===== src/rtl/execute_writeback_arbiter_if.sv =====
// Execute -> writeback bundle interface.
//   in_valid/in_ready/in_data/in_rob_idx : per-FU result channels (FU side drives valid/data)
//   wb_valid/wb_data/wb_rob_idx/wb_src   : writeback slots toward ROB/commit (never stall)
// master modport: the execute-unit / consumer side (drives channels, observes slots).
// slave modport : the arbiter.
interface execute_writeback_arbiter_if #(
   parameter int FU_NUM    = 7,
   parameter int WB_NUM    = 4,
   parameter int DATA_W    = 96,
   parameter int ROB_IDX_W = 6,
   parameter int SRC_W     = (FU_NUM > 1) ? $clog2(FU_NUM) : 1
);
   logic [FU_NUM-1:0]           in_valid;
   logic [FU_NUM-1:0]           in_ready;
   logic [FU_NUM*DATA_W-1:0]    in_data;
   logic [FU_NUM*ROB_IDX_W-1:0] in_rob_idx;
   logic [WB_NUM-1:0]           wb_valid;
   logic [WB_NUM*DATA_W-1:0]    wb_data;
   logic [WB_NUM*ROB_IDX_W-1:0] wb_rob_idx;
   logic [WB_NUM*SRC_W-1:0]     wb_src;

   modport master (
      output in_valid, in_data, in_rob_idx,
      input  in_ready, wb_valid, wb_data, wb_rob_idx, wb_src
   );

   modport slave (
      input  in_valid, in_data, in_rob_idx,
      output in_ready, wb_valid, wb_data, wb_rob_idx, wb_src
   );
endinterface


===== src/rtl/execute_writeback_arbiter.sv =====
// Execute-to-writeback arbiter.
// Each FU channel pushes into its own small FIFO; a rotating-priority scan over the
// FIFO heads grants up to WB_NUM channels per cycle to writeback slots 0..g-1.
// Ports:
//   clk_i    : clock
//   reset_i  : synchronous active-high reset (wins over flush)
//   flush_i  : synchronous pipeline flush, empties every FIFO and rewinds rr pointer
//   bus      : execute_writeback_arbiter_if.slave (channel inputs, writeback slots)

// Per-channel FIFO: push/pop may coincide; clr_i empties it synchronously.
module ewa_chan_fifo #(
   parameter int W     = 102,
   parameter int DEPTH = 2,
   parameter int PTR_W = $clog2(DEPTH),
   parameter int CNT_W = $clog2(DEPTH) + 1
) (
   input  logic             clk_i,
   input  logic             reset_i,
   input  logic             clr_i,
   input  logic             push_i,
   input  logic             pop_i,
   input  logic [W-1:0]     din_i,
   output logic [W-1:0]     dout_o,
   output logic [CNT_W-1:0] count_o
);
   logic [W-1:0]     mem_q [DEPTH];
   logic [PTR_W-1:0] wr_q, wr_d, rd_q, rd_d;
   logic [CNT_W-1:0] cnt_q, cnt_d;

   always_comb begin
      wr_d  = wr_q;
      rd_d  = rd_q;
      cnt_d = cnt_q;
      // DEPTH is a power of two, so pointer overflow is the wrap.
      if (push_i) wr_d = wr_q + PTR_W'(1);
      if (pop_i)  rd_d = rd_q + PTR_W'(1);
      if (push_i && !pop_i) cnt_d = cnt_q + CNT_W'(1);
      if (!push_i && pop_i) cnt_d = cnt_q - CNT_W'(1);
   end

   always_ff @(posedge clk_i) begin
      if (reset_i || clr_i) begin
         wr_q  <= '0;
         rd_q  <= '0;
         cnt_q <= '0;
      end else begin
         wr_q  <= wr_d;
         rd_q  <= rd_d;
         cnt_q <= cnt_d;
      end
   end

   // Payload storage needs no reset; validity is tracked by cnt_q.
   always_ff @(posedge clk_i) begin
      if (push_i) mem_q[wr_q] <= din_i;
   end

   assign dout_o  = mem_q[rd_q];
   assign count_o = cnt_q;
endmodule

module execute_writeback_arbiter #(
   parameter int FU_NUM     = 7,
   parameter int WB_NUM     = 4,
   parameter int DATA_W     = 96,
   parameter int ROB_IDX_W  = 6,
   parameter int FIFO_DEPTH = 2
) (
   input  logic clk_i,
   input  logic reset_i,
   input  logic flush_i,
   execute_writeback_arbiter_if.slave bus
);
   localparam int SRC_W = (FU_NUM > 1) ? $clog2(FU_NUM) : 1;
   localparam int ENT_W = DATA_W + ROB_IDX_W;
   localparam int CNT_W = $clog2(FIFO_DEPTH) + 1;

   logic                            active;
   logic [FU_NUM-1:0]               push, pop, nempty, ready;
   logic [FU_NUM-1:0][ENT_W-1:0]    head;
   logic [FU_NUM-1:0][CNT_W-1:0]    cnt;
   logic [WB_NUM-1:0]               slot_vld;
   logic [WB_NUM-1:0][SRC_W-1:0]    slot_sel;
   logic [SRC_W-1:0]                rr_q, rr_d;

   // Neither side moves during reset or flush.
   assign active = !reset_i && !flush_i;

   generate
      for (genvar i = 0; i < FU_NUM; i++) begin : g_ch
         // Ready looks only at the registered count, never at this cycle's pop.
         assign ready[i]  = active && (cnt[i] < CNT_W'(FIFO_DEPTH));
         assign push[i]   = bus.in_valid[i] && ready[i];
         assign nempty[i] = (cnt[i] != '0);

         ewa_chan_fifo #(.W(ENT_W), .DEPTH(FIFO_DEPTH)) u_fifo (
            .clk_i   (clk_i),
            .reset_i (reset_i),
            .clr_i   (flush_i),
            .push_i  (push[i]),
            .pop_i   (pop[i]),
            .din_i   ({bus.in_rob_idx[i*ROB_IDX_W +: ROB_IDX_W],
                       bus.in_data[i*DATA_W +: DATA_W]}),
            .dout_o  (head[i]),
            .count_o (cnt[i])
         );
      end
   endgenerate

   assign bus.in_ready = ready;

   // Rotating scan starting at rr_q; the g-th non-empty channel found lands in slot g.
   // Loops compare against constant loop indices so every select is static.
   always_comb begin
      int ch;
      int g;
      ch       = 0;
      g        = 0;
      pop      = '0;
      slot_vld = '0;
      slot_sel = '0;
      rr_d     = rr_q;
      for (int off = 0; off < FU_NUM; off++) begin
         ch = int'(rr_q) + off;
         if (ch >= FU_NUM) ch = ch - FU_NUM;
         for (int c = 0; c < FU_NUM; c++) begin
            if (c == ch && active && nempty[c] && g < WB_NUM) begin
               for (int k = 0; k < WB_NUM; k++) begin
                  if (k == g) begin
                     slot_vld[k] = 1'b1;
                     slot_sel[k] = SRC_W'(c);
                  end
               end
               pop[c] = 1'b1;
               // Next scan starts just past the last channel granted.
               rr_d   = (c == FU_NUM - 1) ? '0 : SRC_W'(c + 1);
               g      = g + 1;
            end
         end
      end
   end

   always_ff @(posedge clk_i) begin
      if (reset_i || flush_i) rr_q <= '0;
      else                    rr_q <= rr_d;
   end

   generate
      for (genvar k = 0; k < WB_NUM; k++) begin : g_slot
         assign bus.wb_valid[k]                           = slot_vld[k];
         assign bus.wb_data[k*DATA_W +: DATA_W]           = head[slot_sel[k]][DATA_W-1:0];
         assign bus.wb_rob_idx[k*ROB_IDX_W +: ROB_IDX_W]  = head[slot_sel[k]][ENT_W-1:DATA_W];
         assign bus.wb_src[k*SRC_W +: SRC_W]              = slot_sel[k];
      end
   endgenerate
endmodule


===== src/flat_wrapper.sv =====
// flat-port wrapper written by rule: the top's interface ports become plain ports
module execute_writeback_arbiter_flat 
#(
   parameter int FU_NUM     = 7,
   parameter int WB_NUM     = 4,
   parameter int DATA_W     = 96,
   parameter int ROB_IDX_W  = 6,
   parameter int FIFO_DEPTH = 2
)
  (clk_i, reset_i, flush_i, bus_in_valid, bus_in_data, bus_in_rob_idx, bus_in_ready, bus_wb_valid, bus_wb_data, bus_wb_rob_idx, bus_wb_src);
  execute_writeback_arbiter_if #(.FU_NUM(FU_NUM), .WB_NUM(WB_NUM), .DATA_W(DATA_W), .ROB_IDX_W(ROB_IDX_W)) bus_i ();
  input  logic clk_i;
  input  logic reset_i;
  input  logic flush_i;
  input wire logic [$bits(bus_i.in_valid)-1:0] bus_in_valid;
  input wire logic [$bits(bus_i.in_data)-1:0] bus_in_data;
  input wire logic [$bits(bus_i.in_rob_idx)-1:0] bus_in_rob_idx;
  output wire logic [$bits(bus_i.in_ready)-1:0] bus_in_ready;
  output wire logic [$bits(bus_i.wb_valid)-1:0] bus_wb_valid;
  output wire logic [$bits(bus_i.wb_data)-1:0] bus_wb_data;
  output wire logic [$bits(bus_i.wb_rob_idx)-1:0] bus_wb_rob_idx;
  output wire logic [$bits(bus_i.wb_src)-1:0] bus_wb_src;
  assign bus_i.in_valid = bus_in_valid;
  assign bus_i.in_data = bus_in_data;
  assign bus_i.in_rob_idx = bus_in_rob_idx;
  assign bus_in_ready = bus_i.in_ready;
  assign bus_wb_valid = bus_i.wb_valid;
  assign bus_wb_data = bus_i.wb_data;
  assign bus_wb_rob_idx = bus_i.wb_rob_idx;
  assign bus_wb_src = bus_i.wb_src;
  execute_writeback_arbiter #(.FU_NUM(FU_NUM), .WB_NUM(WB_NUM), .DATA_W(DATA_W), .ROB_IDX_W(ROB_IDX_W), .FIFO_DEPTH(FIFO_DEPTH)) u_core (.clk_i(clk_i), .reset_i(reset_i), .flush_i(flush_i), .bus(bus_i));
endmodule

===== config.mk =====
export PLATFORM = sky130hd
export DESIGN_NAME = execute_writeback_arbiter_flat
export DESIGN_NICKNAME = d
export VERILOG_FILES = /design/src/rtl/execute_writeback_arbiter_if.sv /design/src/rtl/execute_writeback_arbiter.sv /design/src/flat_wrapper.sv
export SDC_FILE = /design/constraint.sdc
export NUM_CORES = 2
export LEC_CHECK = 0
export CAP_MARGIN = 10
export CELL_PAD_IN_SITES_DETAIL_PLACEMENT = 0
export CELL_PAD_IN_SITES_GLOBAL_PLACEMENT = 1
export CORE_AREA = 2 2 448 450
export CTS_CLUSTER_DIAMETER = 100
export DETAILED_ROUTE_END_ITERATION = 10
export DIE_AREA = 0 0 450 452
export PLACE_DENSITY_LB_ADDON = 0.05
export SLEW_MARGIN = 20
export SYNTH_ARGS = -nofsm -noshare
export SYNTH_HDL_FRONTEND = slang
export SYNTH_HIERARCHICAL = 1
export SYNTH_SLANG_ARGS = --single-unit

===== constraint.sdc =====
create_clock -name clk_i -period 101.1 [get_ports clk_i]
set_input_delay 10.11 -clock clk_i [delete_from_list [all_inputs] [get_ports clk_i]]
set_output_delay 10.11 -clock clk_i [all_outputs]
set_load 0.05 [all_outputs]

======== Word-level counts from Yosys, hierarchy flattened ========
Memories as Yosys holds them, arrays and structs flattened. A register that Yosys moved wholly into a read port is not among the register bits.
Index checks and enable logic that the tools add are counted.
storage, ports and cells
  logic and storage cells ................. 1317
  bits in read-only memories .............. 0
  memories kept ........................... 7
  output and inout bits ................... 431
  bits in registers ....................... 31
  input port bits ......................... 724
  memory bits (writable) .................. 1428
  bits in latches ......................... 0
memory list
  memory                       words  bits a word  rd ports  clocked after memory_dff  wr ports  RTL line                         text
  u_core.g_ch[0].u_fifo.mem_q  2      102          1         1                         1         execute_writeback_arbiter.sv:26  logic [W-1:0] mem_q [DEPTH];
  u_core.g_ch[1].u_fifo.mem_q  2      102          1         1                         1         execute_writeback_arbiter.sv:26
  u_core.g_ch[2].u_fifo.mem_q  2      102          1         1                         1         execute_writeback_arbiter.sv:26
  u_core.g_ch[3].u_fifo.mem_q  2      102          1         1                         1         execute_writeback_arbiter.sv:26
  u_core.g_ch[4].u_fifo.mem_q  2      102          1         1                         1         execute_writeback_arbiter.sv:26
  u_core.g_ch[5].u_fifo.mem_q  2      102          1         1                         1         execute_writeback_arbiter.sv:26
  1 more memories              n/a    n/a          n/a       n/a                       n/a       n/a
cells by class
  bitwise gates (word level) .............. 0
  multiply operators ...................... 0
  eq/ne operators ......................... 186
  add/subtract/negate cells ............... 88
  div/mod/pow operators ................... 0
  shift operators ......................... 0
  reductions and logical operators ........ 265
  mux-type cells .......................... 682
  order comparisons ....................... 66
operators by type and width
  cell                     count
  $eq A3 B32 Y1 const A    108
  $logic_not A32 Y1        55
  $eq A2 B32 Y1 const A    54
  $mux W32                 54
  $lt A32 B4 Y1 const B    47
  $add A32 B2 Y32 const B  46
  $bmux W102 S3            4
  $mux W3                  236
  $eq A4 B32 Y1 const A    21
  $mux W12                 48
  $mux W102                4
  $mux W1                  274
  $ge A32 B4 Y1 const B    6
  $mux W4                  48
  $sub A32 B4 Y32 const B  6
  $logic_and A1 B1 Y1      175
  $reduce_bool A48 Y1      1
  $reduce_bool A47 Y1      1
  $mux W2                  14
  $reduce_bool A2 Y1       14
  $logic_not A1 Y1         16
  $lt A3 B4 Y1 const B     4
  $add A1 B1 Y1 const B    14
  $add A2 B1 Y2 const B    7
  14 further kinds         30

======== Depth between registers and ports, before layout ========
  depth in word-level cells ............... 154
  gate-level depth with buffers ........... 188
  depth with buffers taken out ............ 177

======== Modules after synthesis ========
Netlist, hierarchy kept.
modules (own cells, without submodules)
  module                     times used  seq. area each (um2)  cells each  area an instance (um2)
  ewa_chan_fifo              7           6226.0                337         7549.7
  execute_writeback_arbiter  1           60.1                  4548        33143.0

======== Least setup slack after synthesis ========
Ideal clock, no wire load.
  kind .................................... in2out
  start point ............................. input flush_i
  end point ............................... output bus_wb_data[20]
  cell stages on the path ................. 178
  slack ................................... 44.532 ns
  arrival ................................. 46.458 ns
  required time ........................... 90.990 ns
  cells stage by stage .................... nor2_1 buf_2 buf_2 o21ai_0 nor3_1 fa_1 ha_1 nor4_1 o21ai_0 o21a_1 ha_1 nand2_1 and2_1 inv_1 ha_1 nor2_1 a31oi_1 ha_1 [... 142 more ...] a222oi_1 or3_1 nand2_1 ha_1 nand3_1 o211ai_1 a31oi_1 o21ai_0 inv_1 ha_1 a22o_1 or3_1 nand4_1 clkbuf_1 clkbuf_1 mux2_2 o22ai_1 o22ai_1
between the ends
  cells in the longest elaborated chain, start to end .. 151
  elaborated cells between the ends (all ways) .. 437
  those cells by class .................... add/sub: 47; order compare: 48; mux: 146; reduce/logical: 196
ends and longest elaborated chain
  element                                             RTL line                                                            text
  start: declaration                                  flat_wrapper.sv:14                                                  input logic flush_i;
  $logic_not A1 Y1 *                                  execute_writeback_arbiter.sv:87                                     assign active = !reset_i && !flush_i;
  $logic_and A1 B1 Y1 *                               execute_writeback_arbiter.sv:87
  $logic_and A1 B1 Y1 (2 in a row)                    execute_writeback_arbiter.sv:127                                    if (c == ch && active && nempty[c] && g < WB_NUM) begin
  $mux W1                                             execute_writeback_arbiter.sv:127
  $lt A1 B3 Y1                                        execute_writeback_arbiter.sv:127
  $logic_and A1 B1 Y1                                 execute_writeback_arbiter.sv:127
  $mux W32                                            execute_writeback_arbiter.sv:127
  $lt A32 B4 Y1                                       execute_writeback_arbiter.sv:127
  [... 134 more ...]                                  n/a
  $lt A32 B4 Y1                                       execute_writeback_arbiter.sv:127
  $logic_and A1 B1 Y1                                 execute_writeback_arbiter.sv:127
  $mux W32                                            execute_writeback_arbiter.sv:127
  $lt A32 B4 Y1 or $logic_not A32 Y1 (tied branches)  execute_writeback_arbiter.sv:127, execute_writeback_arbiter.sv:129
  $logic_and A1 B1 Y1 or $mux W3 (tied branches)      execute_writeback_arbiter.sv:127, execute_writeback_arbiter.sv:129
  $mux W12 *                                          execute_writeback_arbiter.sv:127
  $bmux W102 S3 *                                     execute_writeback_arbiter.sv:151                                    assign bus.wb_data[k*DATA_W +: DATA_W] = head[slot_sel[k]][DATA_W-1:0];
  $mux W102 (implied by the code) *                   execute_writeback_arbiter.sv:151
  end: declaration                                    flat_wrapper.sv:20                                                  output wire logic [$bits(bus_i.wb_data)-1:0] bus_wb_data;
Every way passes the cells marked *; elsewhere a longest branch is shown, timed or not. The select of a mux whose other input is x is not followed.

======== Final worst setup path ========
  start point ............................. input flush_i
  end point ............................... output bus_wb_data[371]
between the ends
  cells in the longest elaborated chain, start to end .. 151
  elaborated cells between the ends (all ways) .. 437
  those cells by class .................... add/sub: 47; order compare: 48; eq/ne: 48; mux: 146; reduce/logical: 148
ends and longest elaborated chain
  element                                         RTL line
  $logic_not A1 Y1 *                              execute_writeback_arbiter.sv:87
  $logic_and A1 B1 Y1 *                           execute_writeback_arbiter.sv:87
  $logic_and A1 B1 Y1 (2 in a row)                execute_writeback_arbiter.sv:127
  $mux W1                                         execute_writeback_arbiter.sv:127
  $lt A1 B3 Y1                                    execute_writeback_arbiter.sv:127
  $logic_and A1 B1 Y1                             execute_writeback_arbiter.sv:127
  $mux W32                                        execute_writeback_arbiter.sv:127
  $lt A32 B4 Y1                                   execute_writeback_arbiter.sv:127
  [... 134 more ...]                              n/a
  $lt A32 B4 Y1                                   execute_writeback_arbiter.sv:127
  $logic_and A1 B1 Y1                             execute_writeback_arbiter.sv:127
  $mux W32                                        execute_writeback_arbiter.sv:127
  $lt A32 B4 Y1 or $eq A3 B32 Y1 (tied branches)  execute_writeback_arbiter.sv:127, execute_writeback_arbiter.sv:129
  $logic_and A1 B1 Y1 or $mux W3 (tied branches)  execute_writeback_arbiter.sv:127, execute_writeback_arbiter.sv:129
  $mux W12 *                                      execute_writeback_arbiter.sv:127
  $bmux W102 S3 *                                 execute_writeback_arbiter.sv:151
  $mux W102 (implied by the code) *               execute_writeback_arbiter.sv:151
Marks and branches as above.

==> reports/summary.log <==
qor: status.run_status complete, no violations
qor: sta.final.min_clock_period 67.01 ns
qor: final_layout.layout.cells.most_common edfxtp_1
qor: cts.cts_made_buffers 164
qor: global_route.grt_max_degree 119
qor: critical_path.critPathSlowestCell clkdlybuf4s50_1
qor: yosys.synth_async_sr_flop_share 0%
qor: global_route.grt_pass1_wl 585,000 um
qor: die.die_width 450 um
qor: sta.actual_transition_at_the_worst_max_transition_pin 1.23 ns
qor: sta.timing.final.max_slew_violations 0
qor: pwr.worst_ir_drop_vdd 15.5 uV
qor: sta.clock_skew 0.0408 ns
qor: final_layout.final_net_count 8,799
qor: drt.num_vias 72,700
qor: place.place_hpwl 300,000 um
qor: die.die-area 0.203 sq mm
qor: critical_path.timing.critical_path.arrival 56.90 ns
qor: die.dieHeight 452 um
qor: die.rows 164
qor: global_route.grt_antenna_before_repair 187
qor: yosys.postSynthNetCount 7,845
qor: drt.routedWlPerCell 40.7 um
qor: drt.route.detailed.drc 0
qor: pwr.power.static_leakage 38.1 nW
qor: die.pin_count 1,155
qor: critical_path.cp_common_cell ha_1
qor: place.globalplace.congestion 1.06
qor: die.initial_utilization 43.3%
qor: yosys.synth_flop_cell edfxtp_1
qor: cts.cts.htree.levels 4
qor: yosys.synth_enable_flop_cells 1,428
qor: pwr.power-per-cell-area 13.9 mW/mm^2
qor: place.dpl_worst_slack 35.44 ns
qor: hold_path.worstHoldPathType register to register
qor: sta.aggregate_negative_setup_slack 0 ns
qor: yosys.yosysSeqAreaShare 50.8%
qor: critical_path.critPathKind input pin to output port
qor: cts.cts_hold_repair.buffers 0
qor: place.post_dp_cell_area 0.100 sq mm
qor: sta.final_period_utilization 66.3%
qor: final_layout.layout-area-overhead-vs-synth 23.1%
qor: global_route.grt_overflow 0
qor: sta.grt_setup_unrepaired false
qor: place.io_buffers 1,154
qor: final_layout.fin_util 53.3%
qor: final_layout.stdcell_area 0.106 sq mm
qor: yosys.synthesis.yosys.warnings 6
qor: final_layout.layout.cells.non_filler 10,800
qor: yosys.post_synth_num_cell_types 109
qor: run.number_of_maximum_capacitance_constraint_violations 0
qor: critical_path.sort_of_element_at_the_end_of_the_critical_path output port
qor: cts.tritoncts done
qor: yosys.synth_area 0.0860 sq mm
qor: drt.drt_first_iter_violations 10,300
qor: global_route.via_count_of_the_first_global_routing_pass 68,700
qor: cts.cts_root_buf clkbuf_16
qor: yosys.synth_cells 6,907
qor: final_layout.layout.cells.most_common_list 1,428 x edfxtp_1, 1,305 x mux2_2, 1,154 x clkdlybuf4s50_1
qor: cts.clock_sink_count 1,466
qor: sta.final_setup_slack_of_the_worst_path 34.09 ns
qor: critical_path.critPathMaxStageDelay 0.93 ns
qor: final_layout.drive_gt1_share 22.9%
qor: critical_path.critPathRequiredTime 90.99 ns
qor: yosys.post_synthesis_register_bit_count 1,466
qor: drt.routed_wirelength 438,000 um
qor: cts.cts_resized 0
qor: critical_path.worst-path-max-fanout 63
qor: sta.max_freq 0.0149 GHz
qor: drt.route.antenna.remaining_nets 0
qor: die.placeableCoreArea 0.199 sq mm
qor: critical_path.critPathLaunchType input pin
qor: yosys.synthesis.area_per_instance 12.4 sq um
qor: place.placedCellCount 10,400
qor: sta.setup_viol 0
qor: sta.slew_headroom 17.1%
qor: sta.hold_violations 0
qor: global_route.grt_util_all_layers 41.5%
qor: cts.cts_post_setup_buffers_inserted 0
qor: cts.clk_transition_reported_paths 0.06 ns
qor: cts.worst_case_clock_buffer_depth 3
qor: cts.clock_latency 0.84 ns
qor: drt.initial_drt_pass_iterations 7
qor: drt.avgViaCountPerCell 6.75
-- path summary, 6_finish.rpt --
check                                                  end  cells past startpoint                                     startpoint  slack (ns)
max                                       bus_wb_data[371]                    174                                        flush_i       34.09
min reg2reg  u_core/g_ch[0].u_fifo/count_o[1]$_SDFFE_PP0P_                      2  u_core/g_ch[0].u_fifo/count_o[1]$_SDFFE_PP0P_        0.52
max reg2reg  u_core/g_ch[6].u_fifo/count_o[1]$_SDFFE_PP0P_                    166                    u_core/rr_q[0]$_SDFFE_PP0P_       58.50
min          u_core/g_ch[0].u_fifo/count_o[1]$_SDFFE_PP0P_                      2  u_core/g_ch[0].u_fifo/count_o[1]$_SDFFE_PP0P_        0.52
-- worst max-delay path: cells and delay by family --
family | cells | cell delay [ns]
buffers and inverters | 17 | 6.11
AND/OR/NAND/NOR | 57 | 12.34
adder cells (fa/ha/maj) | 38 | 11.76
multiplexers | 11 | 3.71
XOR/XNOR | 4 | 0.87
AO/OA/AOI/OAI | 47 | 11.67
-- registers in the layout, summed over array words and instances (netlist names), named ones only --
| register | count |
|---|---|
| u_core/g_ch.u_fifo/count_o | 14 |
| u_core/g_ch.u_fifo/wr_q | 7 |
| u_core/rr_q | 3 |
| u_core/g_ch.u_fifo/rd_q | 7 |
| u_core/g_ch.u_fifo/mem_q | 1428 |
-- through the flow --
step           total power, mW  hold slack [ns]
4_1_cts                   1.48            0.522
5_1_grt                   1.51            0.557
3_3_place_gp             0.859            0.499
3_5_place_dp             0.860            0.512
6_report                  1.47            0.520
2_1_floorplan            0.776            0.467
-- cells in the mapped netlist, drive strengths merged, types with 9 or more instances --
cell        n  area, sq um
o21ai     387         1940
nor3       83          442
o22ai     519         3250
and4       18          158
a21boi     10         82.6
nand3b      9         67.6
inv       129          487
and2       50          315
nand4      25          156
nand3      62          315
o2bb2ai   106          928
a22o       30          263
o221ai    105          920
o21a       18          135
clkbuf    241          908
nand2     320         1200
and3       40          250
or3        18          113
a32oi      13          114
a22oi     343         2570
o211ai    114          856
xnor2      60          634
or2        11         71.3
a211oi     23          205
mux2     1337        15100
mux2i     316         3190
a31oi      15          109
a32o       10          100
nand2b     14         87.6
nor2      205          769
a221oi      9         78.8
nor2b      14         87.6
a21oi      69          345
xor2       25          279
a21o       21          158
ha        212         2650
a222oi     13          130
buf       307         1680
nor4       26          196
a2111oi    10         93.8
edfxtp   1428        42900
o31ai      11         82.6
dfxtp      38          761
-- power breakdown --
part / leakage (nW) / switching [mW] / internal, mW / total, mW
clock: 2.68 / 0.263 / 0.360 / 0.623
combinational: 22.1 / 0.105 / 0.0660 / 0.171
sequential: 13.3 / 0.00247 / 0.678 / 0.680
-- logic make-up after synthesis --
group	Yosys count	synth area share [%]
buffers and inverters	678	3.58
xor gates and xnor gates	86	1.09
DFF	1466	50.8
and+or+nand+nor	930	5.27
AOI/OAI and AO/OA	1880	15.0
muxes	1653	21.2
adders and majority gates	214	3.13
-- final cells by class --
type / instances / area, sq um
Fill cell: 17200 / 92700
Sequential cell: 1466 / 43700
Multi-Input combinational cell: 4763 / 39600
Timing Repair Buffer: 1336 / 13000
Clock buffer: 191 / 4260
Tap cell: 2656 / 3320
Clock inverter: 112 / 1280
Inverter: 130 / 495
Antenna cell: 115 / 288
-- routing by layer --
| metal | track usage [%] | vias up | wire (um) |
|---|---|---|---|
| met5 | 0.0700 | - | 621 |
| li1 | - | 29500 | - |
| met4 | 27.4 | 94 | 32400 |
| met3 | 10.5 | 1240 | 47500 |
| met1 | 52.8 | 36500 | 164000 |
| met2 | 62.6 | 5329 | 193000 |
Power figures use the tool's default switching activity.
